--- config.mk ---
export PLATFORM = sky130hd
export DESIGN_NAME = sfx_sequencer
export DESIGN_NICKNAME = d
export VERILOG_FILES = /design/src/rtl/sfx_pkg.sv /design/src/rtl/sfx_prio_enc.sv /design/src/rtl/sfx_sequencer.sv
export SDC_FILE = /design/constraint.sdc
export NUM_CORES = 1
export LEC_CHECK = 0
export CAP_MARGIN = 20
export CORE_UTILIZATION = 44
export CTS_CLUSTER_DIAMETER = 50
export DETAILED_ROUTE_END_ITERATION = 16
export DONT_BUFFER_PORTS = 1
export SYNTH_ARGS = -nofsm -noshare
export SYNTH_HDL_FRONTEND = slang
export SYNTH_HIERARCHICAL = 1
export SYNTH_SLANG_ARGS = --single-unit
--- constraint.sdc ---
create_clock -name clk -period 2.1 [get_ports clk]
set_input_delay 0.21 -clock clk [delete_from_list [all_inputs] [get_ports clk]]
set_output_delay 0.21 -clock clk [all_outputs]
set_load 0.005 [all_outputs]
--- src/rtl/sfx_pkg.sv ---
// sfx_pkg: effect ids, script table and state encoding shared by the sound-effect sequencer
package sfx_pkg;
  localparam logic [1:0] FX_DIE = 2'd0, FX_KILL = 2'd1, FX_UFO = 2'd2, FX_SHOT = 2'd3;
  typedef enum logic [1:0] {SW_NONE, SW_UP, SW_DOWN, SW_ALT8} sweep_e;
  typedef enum logic {G_ON, G_CHOP2} gate_e;
  typedef enum logic [1:0] {IDLE, LOAD, PLAY} state_e;
  function automatic logic [7:0] fx_len(input logic [1:0] id);
    return id == FX_DIE ? 8'd60 : id == FX_KILL ? 8'd15 : id == FX_UFO ? 8'd40 : 8'd10;
  endfunction
  function automatic sweep_e fx_sweep(input logic [1:0] id);
    return id == FX_SHOT ? SW_UP : id == FX_UFO ? SW_ALT8 : SW_DOWN;
  endfunction
  function automatic gate_e fx_gate(input logic [1:0] id);
    return id == FX_DIE ? G_CHOP2 : G_ON;
  endfunction
  // {f_up, f_dn, gate}; only frame bits 1 (chop) and 3 (alternate sweep) matter
  function automatic logic [2:0] fx_ctl(input logic [1:0] id, input logic f1, input logic f3);
    sweep_e sw;
    sw = fx_sweep(id);
    return {sw == SW_UP || (sw == SW_ALT8 && !f3),
            sw == SW_DOWN || (sw == SW_ALT8 && f3),
            fx_gate(id) == G_ON || !f1};
  endfunction
endpackage

--- src/rtl/sfx_prio_enc.sv ---
// sfx_prio_enc: fixed-priority pick of pending effects, lowest index wins
module sfx_prio_enc (
  input  logic [3:0] pend,
  input  logic [1:0] cur,
  output logic       valid,
  output logic [1:0] id,
  output logic       higher
);
  assign valid = |pend;
  assign id = pend[0] ? 2'd0 : pend[1] ? 2'd1 : pend[2] ? 2'd2 : 2'd3;
  assign higher = |(pend & ((4'd1 << cur) - 4'd1));
endmodule

--- src/rtl/sfx_sequencer.sv ---
// sfx_sequencer: latches effect requests and scripts the tone generator controls frame by frame
module sfx_sequencer import sfx_pkg::*; #(
  parameter int FRAME_DIV = 417,
  parameter int FRM_W = 8
) (
  input  logic       clk,
  input  logic       reset,
  input  logic       ena,
  input  logic [3:0] req,
  output logic       freq_rst,
  output logic       f_up,
  output logic       f_dn,
  output logic       gate,
  output logic       busy,
  output logic [1:0] cur_id,
  output logic       done
);
  state_e state;
  logic [3:0] pending, clr;
  logic [15:0] sample_cnt;
  logic [FRM_W-1:0] frame_cnt, frame_nxt;
  logic valid, higher, wrap, last;
  logic [1:0] top_id;
  logic [2:0] ctl;
  sfx_prio_enc u_enc (.pend(pending), .cur(cur_id), .valid(valid), .id(top_id), .higher(higher));
  assign wrap = ena && sample_cnt == 16'(FRAME_DIV - 1);
  assign last = wrap && frame_cnt == FRM_W'(fx_len(cur_id) - 8'd1);
  assign frame_nxt = wrap ? frame_cnt + FRM_W'(1) : frame_cnt;
  assign clr = state == LOAD ? 4'b0001 << top_id : 4'b0000;
  // outputs are registered, so look up the script for the frame being entered
  assign ctl = state == LOAD ? fx_ctl(top_id, 1'b0, 1'b0) : fx_ctl(cur_id, frame_nxt[1], frame_nxt[3]);
  always_ff @(posedge clk) begin
    if (reset) begin
      state <= IDLE;
      pending <= '0;
      sample_cnt <= '0;
      frame_cnt <= '0;
      cur_id <= '0;
      {freq_rst, f_up, f_dn, gate, busy, done} <= '0;
    end else begin
      pending <= (pending & ~clr) | req;
      freq_rst <= 1'b0;
      done <= 1'b0;
      case (state)
        IDLE: if (valid) begin
          state <= LOAD;
          freq_rst <= 1'b1;
          busy <= 1'b1;
        end
        LOAD: begin
          cur_id <= top_id;
          sample_cnt <= '0;
          frame_cnt <= '0;
          {f_up, f_dn, gate} <= ctl;
          state <= PLAY;
        end
        PLAY: begin
          sample_cnt <= wrap ? 16'd0 : sample_cnt + 16'(ena);
          frame_cnt <= frame_nxt;
          {f_up, f_dn, gate} <= ctl;
          // completion takes precedence over preemption in the same cycle
          if (last || higher) begin
            {f_up, f_dn, gate} <= 3'b000;
            done <= last;
            state <= valid ? LOAD : IDLE;
            freq_rst <= valid;
            busy <= valid;
          end
        end
        default: state <= IDLE;
      endcase
    end
  end
endmodule

; ---- After elaboration in Yosys (flattened, before gate mapping)
; Index checks and enable logic that the tools add are counted.
[classes]
n_addsub = 4
n_mul = 0
n_div = 0
order_cmp = 0
eq_ne = 18
shift = 2
mux = 33
n_bitwise = 7
reduce_logical = 21
[ops]
columns = op, count
row1 = 16-bit case mux with 2 select lines, 1
row2 = "2-bit == test, second input constant", 9
row3 = 6-bit 2-to-1 mux, 3
row4 = 16-bit by 1-bit adder with 16-bit output, 1
row5 = "16-bit by 9-bit == test with 1-bit output, second input constant", 1
row6 = 16-bit 2-to-1 mux, 1
row7 = 8-bit case mux with 2 select lines, 1
row8 = 1-bit 2-to-1 mux, 12
row9 = 2-bit 2-to-1 mux, 6
row10 = 1-bit case mux with 2 select lines, 5
row11 = "8-bit by 1-bit adder with 8-bit output, second input constant", 1
row12 = 4-bit bitwise AND, 2
row13 = "2-bit by 1-bit == test with 1-bit output, second input constant", 4
row14 = 8-bit == test, 1
row15 = 8-bit 2-to-1 mux, 1
row16 = 4-bit OR reduction, 2
row17 = "1-bit by 2-bit << shifter with 4-bit output, first input constant", 2
row18 = "6-bit by 1-bit subtractor with 7-bit output, second input constant", 1
row19 = "2-bit inequality test, second input constant", 3
row20 = 2-bit case mux with 3 select lines, 1
row21 = 1-bit logical OR, 5
row22 = 1-bit logical AND, 4
row23 = 2-bit logical NOT, 2
row24 = 4-bit 2-to-1 mux, 1
row25 = 10 further kinds, 15
[word_totals]
regBits = 38
latchBits = 0
ram_bits = 0
rom_bits = 0
input_bits = 7
output_inout_bits = 8
elab_cells = 97
n_memories = 0

; ---- Logic depth before layout (Yosys ltp)
[logic_depth]
ltp_word = 11
depth_mapped = 8
mapped_depth_nobuf = 7

; ---- Hierarchy
; The synthesis kept the hierarchy.
[modules_own_cells]
columns = module, n_inst, cells_each, area_per_inst_um2, seq_area_each_um2
row1 = sfx_sequencer, 1, 260, 2090.8, 760.7
row2 = sfx_prio_enc, 1, 8, 40.0, 0.0

; ---- Worst setup path after synthesis
; No wires, ideal clock.
[synth_timing]
kind = reg-to-reg
start = register sample_cnt[0]
end = register frame_cnt[6]
setup_time_ns = 0.074
arrival_time_ns = 2.059
t_required_ns = 2.026
slack_ns = -0.034
stages_incl_launch_ff = 6
path_buffers = 0
synth_period_minus_slack_ns = 2.134
cell_sequence = dfxtp_1 -> or4_4 -> or2_4 -> or4_1 -> or3_1 -> a31oi_1
[synth_between]
elab_chain_len = 4
[synth_lines]
columns = item, line_no
row1 = from (decl), sfx_sequencer.sv:20  ; logic [15:0] sample_cnt;
row2 = from (signal assigned), sfx_sequencer.sv:58  ; sample_cnt <= wrap ? 16'd0 : sample_cnt + 16'(ena);
row3 = 16-bit by 9-bit == test with 1-bit output, sfx_sequencer.sv:26  ; assign wrap = ena && sample_cnt == 16'(FRAME_DIV - 1);
row4 = 1-bit logical AND, sfx_sequencer.sv:26
row5 = 2-bit inequality test (no source line), --
row6 = 2-bit AND reduction (no source line), --
row7 = to (signal assigned), sfx_sequencer.sv:59  ; frame_cnt <= frame_nxt;
row8 = to (decl), sfx_sequencer.sv:21  ; logic [FRM_W-1:0] frame_cnt, frame_nxt;
; No other way between the ends.
; A chain may end at the register's enable or synchronous reset.

; ---- Worst setup path in the final report
; Ends and elaborated chain as after synthesis.

==> key figures <==
Hold path
  • HP Start: reset
  • Min-Delay Path Class: input pin to register
  • Hold path endpoint: frame_cnt[6]
  • Worst Hold Depth: 1

Die
  • Core area: 4500 um^2
  • Row Count: 24
  • Die Y: 71.6 um
  • # IOs: 15
  • Die W: 71.6 um
  • Initial core utilization: 0.473
  • Die area: between 5000 and 6000 um^2

Clocking
  • Root Driver: clkbuf_8
  • Worst-Skew Late Latency: about 0.3 ns
  • CTS Hold Bufs: 6
  • TritonCTS clock tree: done
  • Clock slew at reported path FFs: about 0.08 ns
  • Num CTS Buffers: 5
  • CTS Sinks: 38
  • Htree depth: 2
  • Clock Path Buffers: 2

Global routing
  • Number of global-route vias before repair: 2035
  • Gr ovfl total: 0
  • Largest net degree at the start of global routing: 23
  • GR Util All Layers: 0.236
  • First-pass GRT wire length: 9360 um
  • Initial antenna violation count: 0

Route
  • Drt initial violations: between 90 and 100
  • DRC Markers: 0
  • WL per Instance: approximately 15 um
  • Vias per cell: 5.60
  • Final ANT Viol Nets: 0
  • Drt pass-1 iters: 4
  • Drt total wl: roughly 5300 um
  • Via count: about 2000

Place
  • Port Buffers: 0
  • HPWL Detailed: just under 4000 um
  • Gpl congestion: roughly 0.82
  • Area after DPL: roughly 2400 um^2
  • Inst Count DP: 343

Layout
  • Multi-input gate area: around 1300 um^2
  • Most frequent cells in the layout: dfxtp_1, buf_4, nor2_1, nand2_1, a21oi_1
  • Area growth syn-to-layout: 25.6%
  • Share of cells above drive strength 1: 0.194
  • Commonest non-fill, non-tap cell in the layout: dfxtp_1
  • Cell Count, Final, Fillers Out: 361
  • Net count, final: around 330
  • Register area: approximately 760 um^2
  • # fillers: approximately 410
  • Post-route cell area: 2680 um^2
  • # diodes: 0
  • Final cell utilization of the core: 0.594

Synthesis
  • Synth Instances: between 200 and 300
  • Post-Syn Area: 2130 um^2
  • Post-Syn Nets: about 290
  • YS warnings: 6
  • Synth area leader: dfxtp_1
  • Post-synthesis register bit count: 38
  • Mean post-synth cell area: ~8.0 um^2
  • Fraction of registers with async set/reset: 0
  • Largest cells by area after synthesis: dfxtp_1, ha_1, nor2_1, a21oi_1, nand2_1
  • EDFF count, synth: 0
  • Ys flop type: dfxtp_1
  • Yosys top cell area share: 0.357
  • Fraction of the yosys area taken by sequential cells: 0.357
  • Library cells used by synthesis: 48

Worst setup path
  • Worst r2r src: sample_cnt[0]
  • Crit path max fanout: 4
  • R2R setup slack: ~0.019 ns
  • CP startpoint kind: register
  • Reg2reg end: frame_cnt[6]
  • Reg2reg path depth: 5
  • Critical Path End Type: register
  • Crit path DAT: between 2 and 2.5 ns
  • Crit path kind: register to register
  • CP required: around 2.3 ns

STA
  • Worst hold slack: -0.0260 ns
  • Unrepaired setup endpoints after global routing: true
  • Max_slew headroom: 0.778
  • Final Hold Vio Count: 11
  • Final Max Tran Viols: 0
  • Least-Margin Pin Slew: 0.333 ns
  • F_max: 481 MHz
  • Final clock skew: between 0.002 and 0.003 ns
  • Finish-stage setup viols: 0
  • TNS Setup: 0 ns
  • Crit share post-route: 0.991
  • Post-layout min period: 2.08 ns

Pwr
  • Switching Fraction: 0.333
  • Clk pwr share: 0.324
  • Leakage: roughly 0.0010 uW
  • Comb power frac: 0.326
  • P_int: ~1600 uW
  • Pwr dens: ~900 nW/um^2
  • VDD IR max: ~0.46 mV
  • Reg power frac: 0.350
  • Switch Pwr: ~800 uW

Job
  • Max Cap Violations: 0

Run status
  • Outcome: finished with violations
  • Failing checks: negative hold slack
==> worst max-delay path, cell delays in order (launching register included) <==
cell and delay (ns):
dfxtp_1 0.31, or4_4 0.54, or2_4 0.25, or4_1 0.48, or3_1 0.32, a31oi_1 0.12
==> timing repair <==
action | in CTS | in global routing
setup endpoints to repair | 1 | 6
endpoints found under the hold margin | 17 | 11
resized for setup | 0 | 9
buffers inserted | 0 | 4
pin swaps | 1 | 3
==> synthesized netlist by cell type, drive strengths merged, types with 4 or more instances <==
master  count
ha         12
a21oi      21
nand4       8
xnor2       7
nor3        4
or3         4
xor2        9
nand2      26
o21ai      13
nor2       32
inv        16
a311oi      5
clkbuf      9
nor4        4
nand3      16
and3        4
dfxtp      38
==> stage by stage <==
step                      power, uW  setup WS, ns  hold slack (ns)
after floorplan                1310      -0.00330            0.327
after global placement         1590       -0.0112            0.286
after detailed placement       1590       -0.0125            0.286
after CTS                      2390      -0.00797          -0.0342
after global routing           2550       -0.0438          -0.0411
final                          2390        0.0189          -0.0260
==> worst max-delay path by stage <==
| stage | startpoint | end | slack, ns | cells after the start |
|---|---|---|---|---|
| 2_1_floorplan | sample_cnt[0] | frame_cnt[6] | -0.003 | 5 |
| 4_1_cts | sample_cnt[0] | frame_cnt[6] | -0.008 | 5 |
| 3_5_place_dp | sample_cnt[0] | frame_cnt[6] | -0.01 | 5 |
| 5_1_grt | sample_cnt[0] | frame_cnt[6] | -0.04 | 5 |
| 6_report | sample_cnt[0] | frame_cnt[6] | 0.02 | 5 |
| 3_3_place_gp | sample_cnt[0] | frame_cnt[6] | -0.01 | 5 |
==> registers in the layout, indices dropped and copies added (netlist names) <==
register and flops:
sample_cnt 16, frame_cnt 8, pending 4, cur_id 2
state 2, busy 1, done 1, f_dn 1
f_up 1, freq_rst 1, gate 1
==> kinds of logic (layout without fill, tap and decap cells) <==
| family | Yosys count | after routing | share of synthesized area |
|---|---|---|---|
| flip-flops | 38 | 38 | 0.357 |
| AO/OA/AOI/OAI | 62 | 62 | 0.189 |
| multiplexers | 1 | 1 | 0.00470 |
| adder cells (fa/ha/maj) | 12 | 12 | 0.0705 |
| buffers and inverters | 25 | 66 | 0.0440 |
| XOR/XNOR | 16 | 16 | 0.0658 |
| AND/OR/NAND/NOR | 114 | 114 | 0.269 |
==> metal layers <==
metal  track usage  up-vias  share of wire
met5             0        -              0
met4         0.100        0          0.026
met3        0.0563       12          0.038
met2         0.366       33           0.44
met1         0.314      933           0.50
li1              -     1045              -
==> area by class of cell <==
class / count / share of cell area
Inverter: 16 / 0.0224
Timing Repair Buffer: 42 / 0.123
Sequential cell: 38 / 0.284
Clock buffer: 6 / 0.0309
Clock inverter: 2 / 0.0224
Tap cell: 52 / 0.0243
Multi-Input combinational cell: 205 / 0.492
==> power by group through the flow <==
stage,Sequential [uW],Combinational (uW),Clock (uW)
6_report,837,779,776
5_1_grt,847,872,827
4_1_cts,838,759,793
3_3_place_gp,854,734,0
2_1_floorplan,851,461,0
3_5_place_dp,854,736,0
Power figures use the tool's default switching activity.
==> edit (same flow settings) <==
The parameter `FRM_W` goes from 8 to 7.
--- a/src/rtl/sfx_sequencer.sv
+++ b/src/rtl/sfx_sequencer.sv
@@ -2,5 +2,5 @@
 module sfx_sequencer import sfx_pkg::*; #(
   parameter int FRAME_DIV = 417,
-  parameter int FRM_W = 8
+  parameter int FRM_W = 7
 ) (
   input  logic       clk,
Check against the original RTL: no difference found for any inputs over 10 cycles, from zero or initial values and one cycle with reset high; that may be too few to reach the edited logic, so the function may still have changed.
==> edit against the unedited design <==
  * Total power decreased by 9.2%
  * Area after synthesis is 0.59% higher
  * Count of clock-buffer cells in the layout increased by 2
  * Worst hold slack gained 52 ps
  * Combinational power fell by 6.9%
  * Die area grew 0.57%
  * Largest cell class unchanged
  * Final area decreased by 6.1%
  * Wire length fell by 3.9%
  * Critical path type unchanged
  * Setup slack better by 71 ps
  * Synthesized cell count fell by 3.0%
  * Global-route usage decreased by 2.0 points
  * Sequential cell count decreased by 1
  * Critical endpoint is now busy$_SDFFE_PP0P_
  * Critical path depth unchanged
==> edit: results (changes against the unedited design) <==
clk sink count - 37 (-2.6%)
final wirelength - 5130 µm (-3.9%)
post-synthesis instance total - 260 (-3.0%)
post-synth top area share - 34.6% (-1.1 points)
Finished Layout Cells - 333 (-7.8%)
Non-Clock Buffer Area Fraction - 6.37% (-6.0 points)
Met2 Wirelength - 2310 µm (-1.5%)
Crit Reg-Reg Startpoint - sample_cnt[14]$_SDFFE_PP0P_
CP max-delay cell - or4b_4
nets - 297 (-9.2%)
clk tree area frac - 4.43% (-0.90 points)
reg2reg setup slack - 90 ps (+70 ps)
Multi-In Gates - 202 (-1.5%)
Synth Area in Adders - 7.01% (-0.041 points)
Via density - 5.88 (+4.9%)
non-clock inverter total of the final layout - 11 (-5)
global-route wire length before repair - 8690 µm (-7.1%)
fillers - 455 (+10%)
grt met1 use - 30.4% (-0.98 points)
highest cell delay on the worst timing path - 590 ps (+50 ps)
clock buf count - 8 (+2)
Total GRT Usage - 21.6% (-2.0 points)
synth top area cells - dfxtp_1, ha_1, nor2_1, a21oi_1, nand2_1
Slew @ Worst Pin - 705 ps (+372 ps)
Final GP Congestion - 0.785 (-4.2%)
Synth Area in Compound Gates - 18.0% (-0.87 points)
status - finished clean
Arr. time, crit path - 2200 ps (-110 ps)
fraction of area in multi-input gates - 55.0% (+5.8 points)
met2 usage - 33.2% (-3.4 points)
Multi-input gate area - 1380 µm² (+4.9%)
register area share after synthesis - 34.6% (-1.1 points)
sequential share of cell area - 29.8% (+1.3 points)
hold-fix buffers at CTS - 1 (-5)
largest net degree at the start of global routing - 18 (-22%)
Worst VDD drop - 0.363 mV (-21%)
drt first-iter violations - 184 (+92%)
M1 WL - 2540 µm (-4.2%)
Cell variety after synth - 53 (+10%)
## edit: critical path: cells and delay by family, from the launching register on
family / cells / cell delay, ps
compound gates: 3 / 700
flops: 1 / 340
simple gates: 2 / 870
## edit: worst max path at each step
stage	from	endpoint	slack (ps)	cells after the start
2_1_floorplan	cur_id[0]$_SDFFE_PP0P_	busy$_SDFFE_PP0P_	90	7
3_3_place_gp	cur_id[0]$_SDFFE_PP0P_	busy$_SDFFE_PP0P_	120	7
4_1_cts	cur_id[0]$_SDFFE_PP0P_	busy$_SDFFE_PP0P_	60	7
6_report	sample_cnt[14]$_SDFFE_PP0P_	busy$_SDFFE_PP0P_	90	5
3_5_place_dp	cur_id[0]$_SDFFE_PP0P_	busy$_SDFFE_PP0P_	70	7
5_1_grt	sample_cnt[14]$_SDFFE_PP0P_	frame_cnt[3]$_SDFFE_PP0P_	-2	5
## edit: where the power goes
part / internal (µW) / total (µW) / switching (µW)
sequential: 779 / 846 / 67.2
clock: 340 / 599 / 259
combinational: 295 / 725 / 431
